--- src/rtl/load_store_unit_if.sv ---
// ---------------------------------------------------------------------------
// load_store_unit_if
//
// Bundles the pipeline request/response handshake and the data-memory bus of
// the load/store unit.
//
// Signals:
//   req_valid, req_ready, req_write, req_byte, req_signed, req_addr,
//   req_wdata   - request from the EX/MEM stage (req_ready driven by the LSU)
//   resp_valid, resp_rdata, resp_fault, busy
//               - one-cycle response and pipeline stall request
//   mem_wr_enable, mem_rd_enable, mem_addr_bus, mem_in_bus,
//   mem_number_of_byte - LSU-driven memory controls
//   mem_out_bus - registered read data returned by the memory
//
// Modports:
//   slave  - the load/store unit itself
//   master - the environment (pipeline + memory) around it
// ---------------------------------------------------------------------------
interface load_store_unit_if #(
    parameter int ADDR_WIDTH = 16,
    parameter int DATA_WIDTH = 16
);
    logic                  req_valid;
    logic                  req_ready;
    logic                  req_write;
    logic                  req_byte;
    logic                  req_signed;
    logic [ADDR_WIDTH-1:0] req_addr;
    logic [DATA_WIDTH-1:0] req_wdata;

    logic                  resp_valid;
    logic [DATA_WIDTH-1:0] resp_rdata;
    logic                  resp_fault;
    logic                  busy;

    logic                  mem_wr_enable;
    logic                  mem_rd_enable;
    logic [ADDR_WIDTH-1:0] mem_addr_bus;
    logic [DATA_WIDTH-1:0] mem_in_bus;
    logic                  mem_number_of_byte;
    logic [DATA_WIDTH-1:0] mem_out_bus;

    modport slave (
        input  req_valid, req_write, req_byte, req_signed, req_addr, req_wdata,
        input  mem_out_bus,
        output req_ready, resp_valid, resp_rdata, resp_fault, busy,
        output mem_wr_enable, mem_rd_enable, mem_addr_bus, mem_in_bus,
        output mem_number_of_byte
    );

    modport master (
        output req_valid, req_write, req_byte, req_signed, req_addr, req_wdata,
        output mem_out_bus,
        input  req_ready, resp_valid, resp_rdata, resp_fault, busy,
        input  mem_wr_enable, mem_rd_enable, mem_addr_bus, mem_in_bus,
        input  mem_number_of_byte
    );
endinterface

--- src/rtl/load_store_unit.sv ---
// ---------------------------------------------------------------------------
// load_store_unit
//
// Memory-stage controller in front of a byte-addressed 16-bit data memory.
// Takes one load/store at a time, drives the memory's enables/address/data,
// returns load data with sign/zero extension, and performs byte stores as a
// read-modify-write because the memory always writes two bytes. Out-of-range
// accesses are answered with a fault and never reach the memory.
//
// Ports:
//   clk   - rising-edge clock
//   reset - synchronous, active-high reset
//   bus   - load_store_unit_if.slave: request/response handshake and the
//           memory bus (see the interface file for the signal list)
//
// State walk (all outputs registered, set on the edge entering a state):
//   load       : IDLE -> RD_ISSUE -> RD_WAIT -> RESP
//   word store : IDLE -> WR_ISSUE -> RESP
//   byte store : IDLE -> RD_ISSUE -> RD_WAIT -> WR_ISSUE -> RESP
//   fault      : IDLE -> RESP
// ---------------------------------------------------------------------------
module load_store_unit #(
    parameter int ADDR_WIDTH = 16,
    parameter int DATA_WIDTH = 16,
    parameter int MEM_LIMIT  = 1024
) (
    input  logic              clk,
    input  logic              reset,
    load_store_unit_if.slave  bus
);

    typedef enum logic [2:0] {
        IDLE,
        RD_ISSUE,
        RD_WAIT,
        WR_ISSUE,
        RESP
    } state_t;

    state_t     state;

    // Request holding registers. The address needs no copy of its own: the
    // memory address bus is loaded at accept and holds it for the access.
    logic       op_write;
    logic       op_byte;
    logic       op_signed;
    logic [7:0] op_wdata_lo;

    logic       accept;
    logic       fault;
    logic       byte_load;

    assign bus.req_ready = (state == IDLE) && !reset;
    assign bus.busy      = (state != IDLE);
    assign accept        = bus.req_valid && bus.req_ready;
    assign byte_load     = bus.req_byte && !bus.req_write;

    // Range check on the incoming request. Anything touching addr+1 (word
    // accesses and the read-modify-write of a byte store) must also keep
    // addr+1 inside the implemented range; only a byte load may use the
    // last byte.
    // NOTE: fault gets a default before any branch, so every path assigns it
    // and no latch is inferred.
    always_comb begin
        fault = 1'b0;
        if (32'(bus.req_addr) >= 32'(MEM_LIMIT)) begin
            fault = 1'b1;
        end else if (32'(bus.req_addr) == 32'(MEM_LIMIT - 1) && !byte_load) begin
            fault = 1'b1;
        end
    end

    // NOTE: all state and registered outputs use non-blocking assignments so
    // every register sees the values from before the edge, independent of
    // statement order.
    always_ff @(posedge clk) begin
        if (reset) begin
            state                  <= IDLE;
            op_write               <= 1'b0;
            op_byte                <= 1'b0;
            op_signed              <= 1'b0;
            op_wdata_lo            <= '0;
            bus.resp_valid         <= 1'b0;
            bus.resp_fault         <= 1'b0;
            bus.resp_rdata         <= '0;
            bus.mem_wr_enable      <= 1'b0;
            bus.mem_rd_enable      <= 1'b0;
            bus.mem_addr_bus       <= '0;
            bus.mem_in_bus         <= '0;
            bus.mem_number_of_byte <= 1'b0;
        end else begin
            case (state)
                IDLE: begin
                    if (accept) begin
                        op_write       <= bus.req_write;
                        op_byte        <= bus.req_byte;
                        op_signed      <= bus.req_signed;
                        op_wdata_lo    <= bus.req_wdata[7:0];
                        bus.resp_rdata <= '0;
                        if (fault) begin
                            // Memory bus is left untouched on a fault.
                            state          <= RESP;
                            bus.resp_valid <= 1'b1;
                            bus.resp_fault <= 1'b1;
                        end else if (bus.req_write && !bus.req_byte) begin
                            state                  <= WR_ISSUE;
                            bus.mem_wr_enable      <= 1'b1;
                            bus.mem_addr_bus       <= bus.req_addr;
                            bus.mem_in_bus         <= bus.req_wdata;
                            bus.mem_number_of_byte <= 1'b1;
                        end else begin
                            // Loads and the read half of a byte store. A byte
                            // store reads the whole word to recover addr+1.
                            state                  <= RD_ISSUE;
                            bus.mem_rd_enable      <= 1'b1;
                            bus.mem_addr_bus       <= bus.req_addr;
                            bus.mem_number_of_byte <= !byte_load;
                        end
                    end
                end

                RD_ISSUE: begin
                    bus.mem_rd_enable <= 1'b0;
                    state             <= RD_WAIT;
                end

                RD_WAIT: begin
                    // mem_out_bus carries the word read on the previous edge.
                    if (op_write) begin
                        // Merge: keep the high byte just read, replace the low.
                        state                  <= WR_ISSUE;
                        bus.mem_wr_enable      <= 1'b1;
                        bus.mem_number_of_byte <= 1'b1;
                        bus.mem_in_bus         <= {bus.mem_out_bus[15:8], op_wdata_lo};
                    end else begin
                        state          <= RESP;
                        bus.resp_valid <= 1'b1;
                        bus.resp_fault <= 1'b0;
                        if (!op_byte) begin
                            bus.resp_rdata <= bus.mem_out_bus;
                        end else if (op_signed) begin
                            bus.resp_rdata <= {{(DATA_WIDTH-8){bus.mem_out_bus[7]}},
                                               bus.mem_out_bus[7:0]};
                        end else begin
                            bus.resp_rdata <= {{(DATA_WIDTH-8){1'b0}},
                                               bus.mem_out_bus[7:0]};
                        end
                    end
                end

                WR_ISSUE: begin
                    bus.mem_wr_enable <= 1'b0;
                    state             <= RESP;
                    bus.resp_valid    <= 1'b1;
                    bus.resp_fault    <= 1'b0;
                    bus.resp_rdata    <= '0;
                end

                RESP: begin
                    bus.resp_valid <= 1'b0;
                    bus.resp_fault <= 1'b0;
                    bus.resp_rdata <= '0;
                    state          <= IDLE;
                end

                default: begin
                    state <= IDLE;
                end
            endcase
        end
    end

endmodule

--- src/flat_wrapper.sv ---
// flat-port wrapper written by rule: the top's interface ports become plain ports
module load_store_unit_flat 
#(
    parameter int ADDR_WIDTH = 16,
    parameter int DATA_WIDTH = 16,
    parameter int MEM_LIMIT  = 1024
)
  (clk, reset, bus_req_valid, bus_req_write, bus_req_byte, bus_req_signed, bus_req_addr, bus_req_wdata, bus_mem_out_bus, bus_req_ready, bus_resp_valid, bus_resp_rdata, bus_resp_fault, bus_busy, bus_mem_wr_enable, bus_mem_rd_enable, bus_mem_addr_bus, bus_mem_in_bus, bus_mem_number_of_byte);
  load_store_unit_if #(.ADDR_WIDTH(ADDR_WIDTH), .DATA_WIDTH(DATA_WIDTH)) bus_i ();
  input  logic clk;
  input  logic reset;
  input wire logic [$bits(bus_i.req_valid)-1:0] bus_req_valid;
  input wire logic [$bits(bus_i.req_write)-1:0] bus_req_write;
  input wire logic [$bits(bus_i.req_byte)-1:0] bus_req_byte;
  input wire logic [$bits(bus_i.req_signed)-1:0] bus_req_signed;
  input wire logic [$bits(bus_i.req_addr)-1:0] bus_req_addr;
  input wire logic [$bits(bus_i.req_wdata)-1:0] bus_req_wdata;
  input wire logic [$bits(bus_i.mem_out_bus)-1:0] bus_mem_out_bus;
  output wire logic [$bits(bus_i.req_ready)-1:0] bus_req_ready;
  output wire logic [$bits(bus_i.resp_valid)-1:0] bus_resp_valid;
  output wire logic [$bits(bus_i.resp_rdata)-1:0] bus_resp_rdata;
  output wire logic [$bits(bus_i.resp_fault)-1:0] bus_resp_fault;
  output wire logic [$bits(bus_i.busy)-1:0] bus_busy;
  output wire logic [$bits(bus_i.mem_wr_enable)-1:0] bus_mem_wr_enable;
  output wire logic [$bits(bus_i.mem_rd_enable)-1:0] bus_mem_rd_enable;
  output wire logic [$bits(bus_i.mem_addr_bus)-1:0] bus_mem_addr_bus;
  output wire logic [$bits(bus_i.mem_in_bus)-1:0] bus_mem_in_bus;
  output wire logic [$bits(bus_i.mem_number_of_byte)-1:0] bus_mem_number_of_byte;
  assign bus_i.req_valid = bus_req_valid;
  assign bus_i.req_write = bus_req_write;
  assign bus_i.req_byte = bus_req_byte;
  assign bus_i.req_signed = bus_req_signed;
  assign bus_i.req_addr = bus_req_addr;
  assign bus_i.req_wdata = bus_req_wdata;
  assign bus_i.mem_out_bus = bus_mem_out_bus;
  assign bus_req_ready = bus_i.req_ready;
  assign bus_resp_valid = bus_i.resp_valid;
  assign bus_resp_rdata = bus_i.resp_rdata;
  assign bus_resp_fault = bus_i.resp_fault;
  assign bus_busy = bus_i.busy;
  assign bus_mem_wr_enable = bus_i.mem_wr_enable;
  assign bus_mem_rd_enable = bus_i.mem_rd_enable;
  assign bus_mem_addr_bus = bus_i.mem_addr_bus;
  assign bus_mem_in_bus = bus_i.mem_in_bus;
  assign bus_mem_number_of_byte = bus_i.mem_number_of_byte;
  load_store_unit #(.ADDR_WIDTH(ADDR_WIDTH), .DATA_WIDTH(DATA_WIDTH), .MEM_LIMIT(MEM_LIMIT)) u_core (.clk(clk), .reset(reset), .bus(bus_i));
endmodule
--- config.mk ---
export PLATFORM = sky130hd
export DESIGN_NAME = load_store_unit_flat
export DESIGN_NICKNAME = d
export VERILOG_FILES = /design/src/rtl/load_store_unit_if.sv /design/src/rtl/load_store_unit.sv /design/src/flat_wrapper.sv
export SDC_FILE = /design/constraint.sdc
export NUM_CORES = 1
export LEC_CHECK = 0
export ABC_CLOCK_PERIOD_IN_PS = 2200
export CAP_MARGIN = 20
export CORE_ASPECT_RATIO = 1.25
export CORE_UTILIZATION = 44
export CTS_CLUSTER_DIAMETER = 120
export CTS_CLUSTER_SIZE = 12
export DETAILED_ROUTE_END_ITERATION = 8
export GPL_TIMING_DRIVEN = 0
export PLACE_DENSITY = 0.77
export SYNTH_ARGS = -nofsm -noshare
export SYNTH_HDL_FRONTEND = slang
export SYNTH_SLANG_ARGS = --single-unit
--- constraint.sdc ---
create_clock -name clk -period 2.2 [get_ports clk]
set_input_delay 0.44 -clock clk [delete_from_list [all_inputs] [get_ports clk]]
set_output_delay 0.44 -clock clk [all_outputs]
set_load 0.1 [all_outputs]
# --- Word level (Yosys, flattened, before mapping) ---
# Index checks and enable logic that the tools add are counted.
totals:
  ff_bits: 67
  out_inout_bits: 55
op_classes:
  order_cmp: 1
  eq_ne: 12
  mux: 36
  bitwise_logic: 1
  reduce_logical: 26
ops:
  columns: ["cell", "n"]
  rows:
  - ["16-bit 2-to-1 mux", 8]
  - ["16-bit case mux with 3 select lines", 1]
  - ["16-bit case mux with 2 select lines", 1]
  - ["16-bit by 10-bit == test with 1-bit output (second input constant)", 1]
  - ["16-bit by 11-bit greater-or-equal comparator with 1-bit output (second input constant)", 1]
  - ["1-bit 2-to-1 mux", 16]
  - ["4-bit AND reduction", 4]
  - ["3-bit case mux with 4 select lines", 1]
  - ["5-bit AND reduction", 2]
  - ["3-bit 2-to-1 mux", 3]
  - ["3-bit nonzero test", 3]
  - ["2-bit inequality test (second input constant)", 4]
  - ["3-bit by 2-bit == test with 1-bit output (second input constant)", 2]
  - ["2-bit by 1-bit inequality test with 1-bit output (second input constant)", 3]
  - ["1-bit case mux with 3 select lines", 2]
  - ["3-bit AND reduction", 2]
  - ["1-bit logical AND", 5]
  - ["1-bit zero test", 4]
  - ["1-bit case mux with 2 select lines", 2]
  - ["1-bit case mux with 4 select lines", 1]
  - ["2-bit nonzero test", 2]
  - ["4-bit nonzero test", 1]
  - ["3-bit by 1-bit == test with 1-bit output (second input constant)", 1]
  - ["3-bit == test (second input constant)", 1]
  - ["5 further kinds", 5]

# --- Logic depth before layout (Yosys ltp) ---
logic_depth:
  word_depth: 9
  depth_mapped: 9
  depth_no_buf: 5

# --- Least setup slack after synthesis ---
# No wires, ideal clock.
synth_timing:
  path_kind: "reg2out"
  start: "reg u_core.state[2]"
  end: "out bus_req_ready"
  arrival_ps: 2603
  path_slack_ps: -843
  stages_incl_launch_ff: 6
  path_buffers: 2
  cell_sequence: "dfxtp_1 buf_6 nor3_4 buf_6 inv_1 nor2_1"
synth_via:
  elab_chain_len: 2
synth_lines:
  columns: ["item", "line_no", "text"]
  rows:
  - ["from (decl)", "load_store_unit.sv:40", "state_t state;"]
  - ["from (signal assigned)", "load_store_unit.sv:78", "state <= IDLE;"]
  - ["from (signal assigned)", "load_store_unit.sv:102", "state <= RESP;"]
  - ["from (signal assigned)", "load_store_unit.sv:106", "state <= WR_ISSUE;"]
  - ["3-bit zero test", "load_store_unit.sv:53", "assign bus.req_ready = (state == IDLE) && !reset;"]
  - ["1-bit logical AND", "load_store_unit.sv:53", null]
  - ["to (decl)", "flat_wrapper.sv:19", "output wire logic [$bits(bus_i.req_ready)-1:0] bus_req_ready;"]
# Every way passes these cells.

# --- Worst setup path after layout ---
layout_timing:
  start: "in reset"
  end: "out bus_req_ready"
layout_via:
  elab_chain_len: 2
layout_lines:
  columns: ["item", "line_no", "text"]
  rows:
  - ["from (decl)", "flat_wrapper.sv:11", "input logic reset;"]
  - ["1-bit zero test", "load_store_unit.sv:53", null]
  - ["1-bit logical AND", "load_store_unit.sv:53", null]
# Every way passes these cells.

==> metrics.cfg <==
[sta]
max_freq_mhz=461
fin_setup_tns_ps=0
slew_viol_final=0
period_share_pct=98.6
finalSetupViolCount=0
min_period_ps=2170
fin_worst_skew_ps=8.87
setup_slack_ps=30.3
tightest_slew_ps=1010
relSlewSlack_pct=33.1
hold_violations=0

[grt]
grt.total_usage_pct=23.3
grt_first_pass_wirelength_mm=12.2
overflow=0
grt_max_degree=12
grt_pass1_vias=2594
antenna_found_initial=0

[synthesis]
synth-edff-count=0
ys_seq_area_share_pct=47.0
syn_area_um2=2850
synthFlopType=dfxtp_1
synthDistinctLibCells=39
synth-seq-cells=67
avgSynthCellArea_um2=9.51
synth.top_cell.area_share_pct=47.0
ys_top_cells_by_area=dfxtp_1 (47%), mux2i_1 (9.5%), a21oi_1 (5.4%)
yosysTopAreaCell=dfxtp_1
yosysWarnings=0
postSynthNetCount=354
async_flop_share_pct=0
synth_cells=300

[worst_setup_path]
path_class=input pin to output port
path_common_cell=clkbuf_4
startpoint_type=input pin
slowest_delay_ps=460
cp_cell_sequence=clkdlybuf4s50_1 -> clkbuf_4 -> clkbuf_4 -> nor2_4 -> buf_4
crit_required_ps=1760
crit_fanout=10
cpMaxStageDelayCell=clkdlybuf4s50_1
endpoint_kind=output port
arrival_ps=1730
r2r_slack_ps=290

[power_and_ir_drop]
clock_power_share_pct=37.6
ir_worst_vdd_uv=398
p_int_uw=1950
swShare_pct=27.4
power.density_nw_per_um2=640
net-switching-power_uw=738
leakage_uw=0.00170
p_seq_share_pct=46.8
power_frac_comb_pct=15.7

[finish]
nets=474
nFillCells=547
antenna_cells=0
final_cells=510
fin_util_pct=67.6
seq_area_um2=1340
multi_input_area_um2=1370
drive_above_1_share_pct=12.9
syn_to_final_growth_pct=47.1
design_area_um2=4200

[detailed_routing]
vias=2627
via_per_inst=5.15
wl_per_cell_um=14.5
drc_errors=0
ant_nets=0
wl_mm=7.41
firstDrtPassIters=4
drtIter0Drc=101

[hold_path]
hold_class=register to register

[cts]
numCtsBuffers=9
root_buffer=clkbuf_8
clk_pin_slew_ps=70
ctsHoldBuffers=0
clock_latency_ps=350
cts_tree=done
clockBufferDepth=2
cts_sinks=67
cts_max_level=3

[floorplan]
start_util_pct=46.0
ios=109
coreArea_um2=6210
die_h_um=92.0
die_area_um2=6810
row_count=32
die_w_um=74.0

[place]
post-place-cells=494
post-dp-hpwl_mm=5.51
portBuffers=108
gp_congestion=0.822
place_ws_ps=-1130
post_dp_cell_area_um2=4050

[job]
max-cap-violations=0

[run_status]
outcome=finished clean

==> timing repair <==
item,CTS,global route
pin swaps,0,0
setup endpoints to repair,55,7
gates resized for setup,68,2
buffers inserted,0,0
==> worst max-delay path, delay by kind of cell <==
| family | cells | cell delay (ps) |
|---|---|---|
| AND/OR/NAND/NOR | 1 | 110 |
| buffers and inverters | 4 | 1170 |
==> Yosys cell counts (4+ instances only) <==
cell and count:
buf_6 6, and2_1 7, clkbuf_1 8, nor4_1 4, a21oi_1 31, nor2_1 26
dfxtp_1 67, a22oi_1 8, o21ai_0 13, a211oi_1 8, nand2_1 37, mux2i_1 27
o211ai_1 9, a211oi_2 10
==> path summary, 6_finish.rpt <==
path	to	startpoint	depth (start not counted)
max	bus_req_ready	reset	5
min	u_core.bus.resp_rdata[10]	u_core.bus.resp_rdata[10]	2
max reg2reg	u_core.bus.mem_in_bus[12]	u_core.state[2]	8
min reg2reg	u_core.bus.resp_rdata[10]	u_core.bus.resp_rdata[10]	2
==> metal layers <==
layer	global-route usage, %	up-vias	routed length (um)
met2	37.6	88	3490
met4	11.2	0	176
li1	-	1318	-
met3	6.81	13	556
met5	0	-	0
met1	27.6	1208	3190
==> placed cells by master (no fill, tap or decap), types with 2 or more instances in the layout <==
| cell | instances |
|---|---|
| buf_6 | 6 |
| nor2b_1 | 3 |
| and3_1 | 2 |
| clkinv_2 | 3 |
| a211oi_2 | 10 |
| dfxtp_1 | 67 |
| buf_4 | 4 |
| o211ai_1 | 9 |
| nand2_1 | 37 |
| mux2i_1 | 27 |
| nor4_1 | 4 |
| nor3_4 | 2 |
| nor3_1 | 2 |
| buf_2 | 4 |
| nor2_1 | 25 |
| a21oi_1 | 31 |
| a21oi_2 | 2 |
| clkbuf_8 | 10 |
| clkbuf_4 | 2 |
| clkbuf_1 | 7 |
| a22oi_1 | 8 |
| clkdlybuf4s50_1 | 53 |
| inv_1 | 3 |
| o22a_1 | 2 |
| dlygate4sd2_1 | 53 |
| nand4_1 | 2 |
| o21ai_0 | 13 |
| and2_1 | 7 |
| a211oi_1 | 8 |
| nand3_1 | 2 |
==> registers in the layout (all words and copies together) (netlist names), 3 cells and up <==
signal	flops
u_core.bus.mem_addr_bus	16
u_core.bus.mem_in_bus	16
u_core.bus.resp_rdata	16
u_core.op_wdata_lo	8
u_core.state	3
==> power by group through the flow <==
stage	Clock [uW]	Combinational (uW)	Sequential (uW)
floorplan	0	159	1380
global placement	0	422	1280
detailed placement	0	427	1290
CTS	1030	421	1260
global route	1090	450	1260
finish	1010	421	1260
==> logic make-up (layout without fill, tap and decap cells) <==
group	after synthesis	count (layout)	synth area share (%)
buf+inv	25	150	5.74
simple gates	91	91	15.5
compound gates	90	90	22.3
mux	27	27	9.47
flops	67	67	47.0
==> through the flow <==
step	hold slack, ps	power (uW)
4_1_cts	451	2710
6_report	449	2690
2_1_floorplan	436	1540
3_3_place_gp	439	1710
5_1_grt	474	2800
3_5_place_dp	444	1710
==> layout make-up <==
type / instances / share of cell area (%)
buffer: 21 / 3.73
clock buffer: 11 / 3.37
clock inverter: 5 / 1.25
inverter: 4 / 0.358
multi-input combinational: 208 / 32.7
sequential: 67 / 32.0
tap: 85 / 2.53
timing repair buffer: 109 / 24.1
Power figures use the tool's default switching activity.
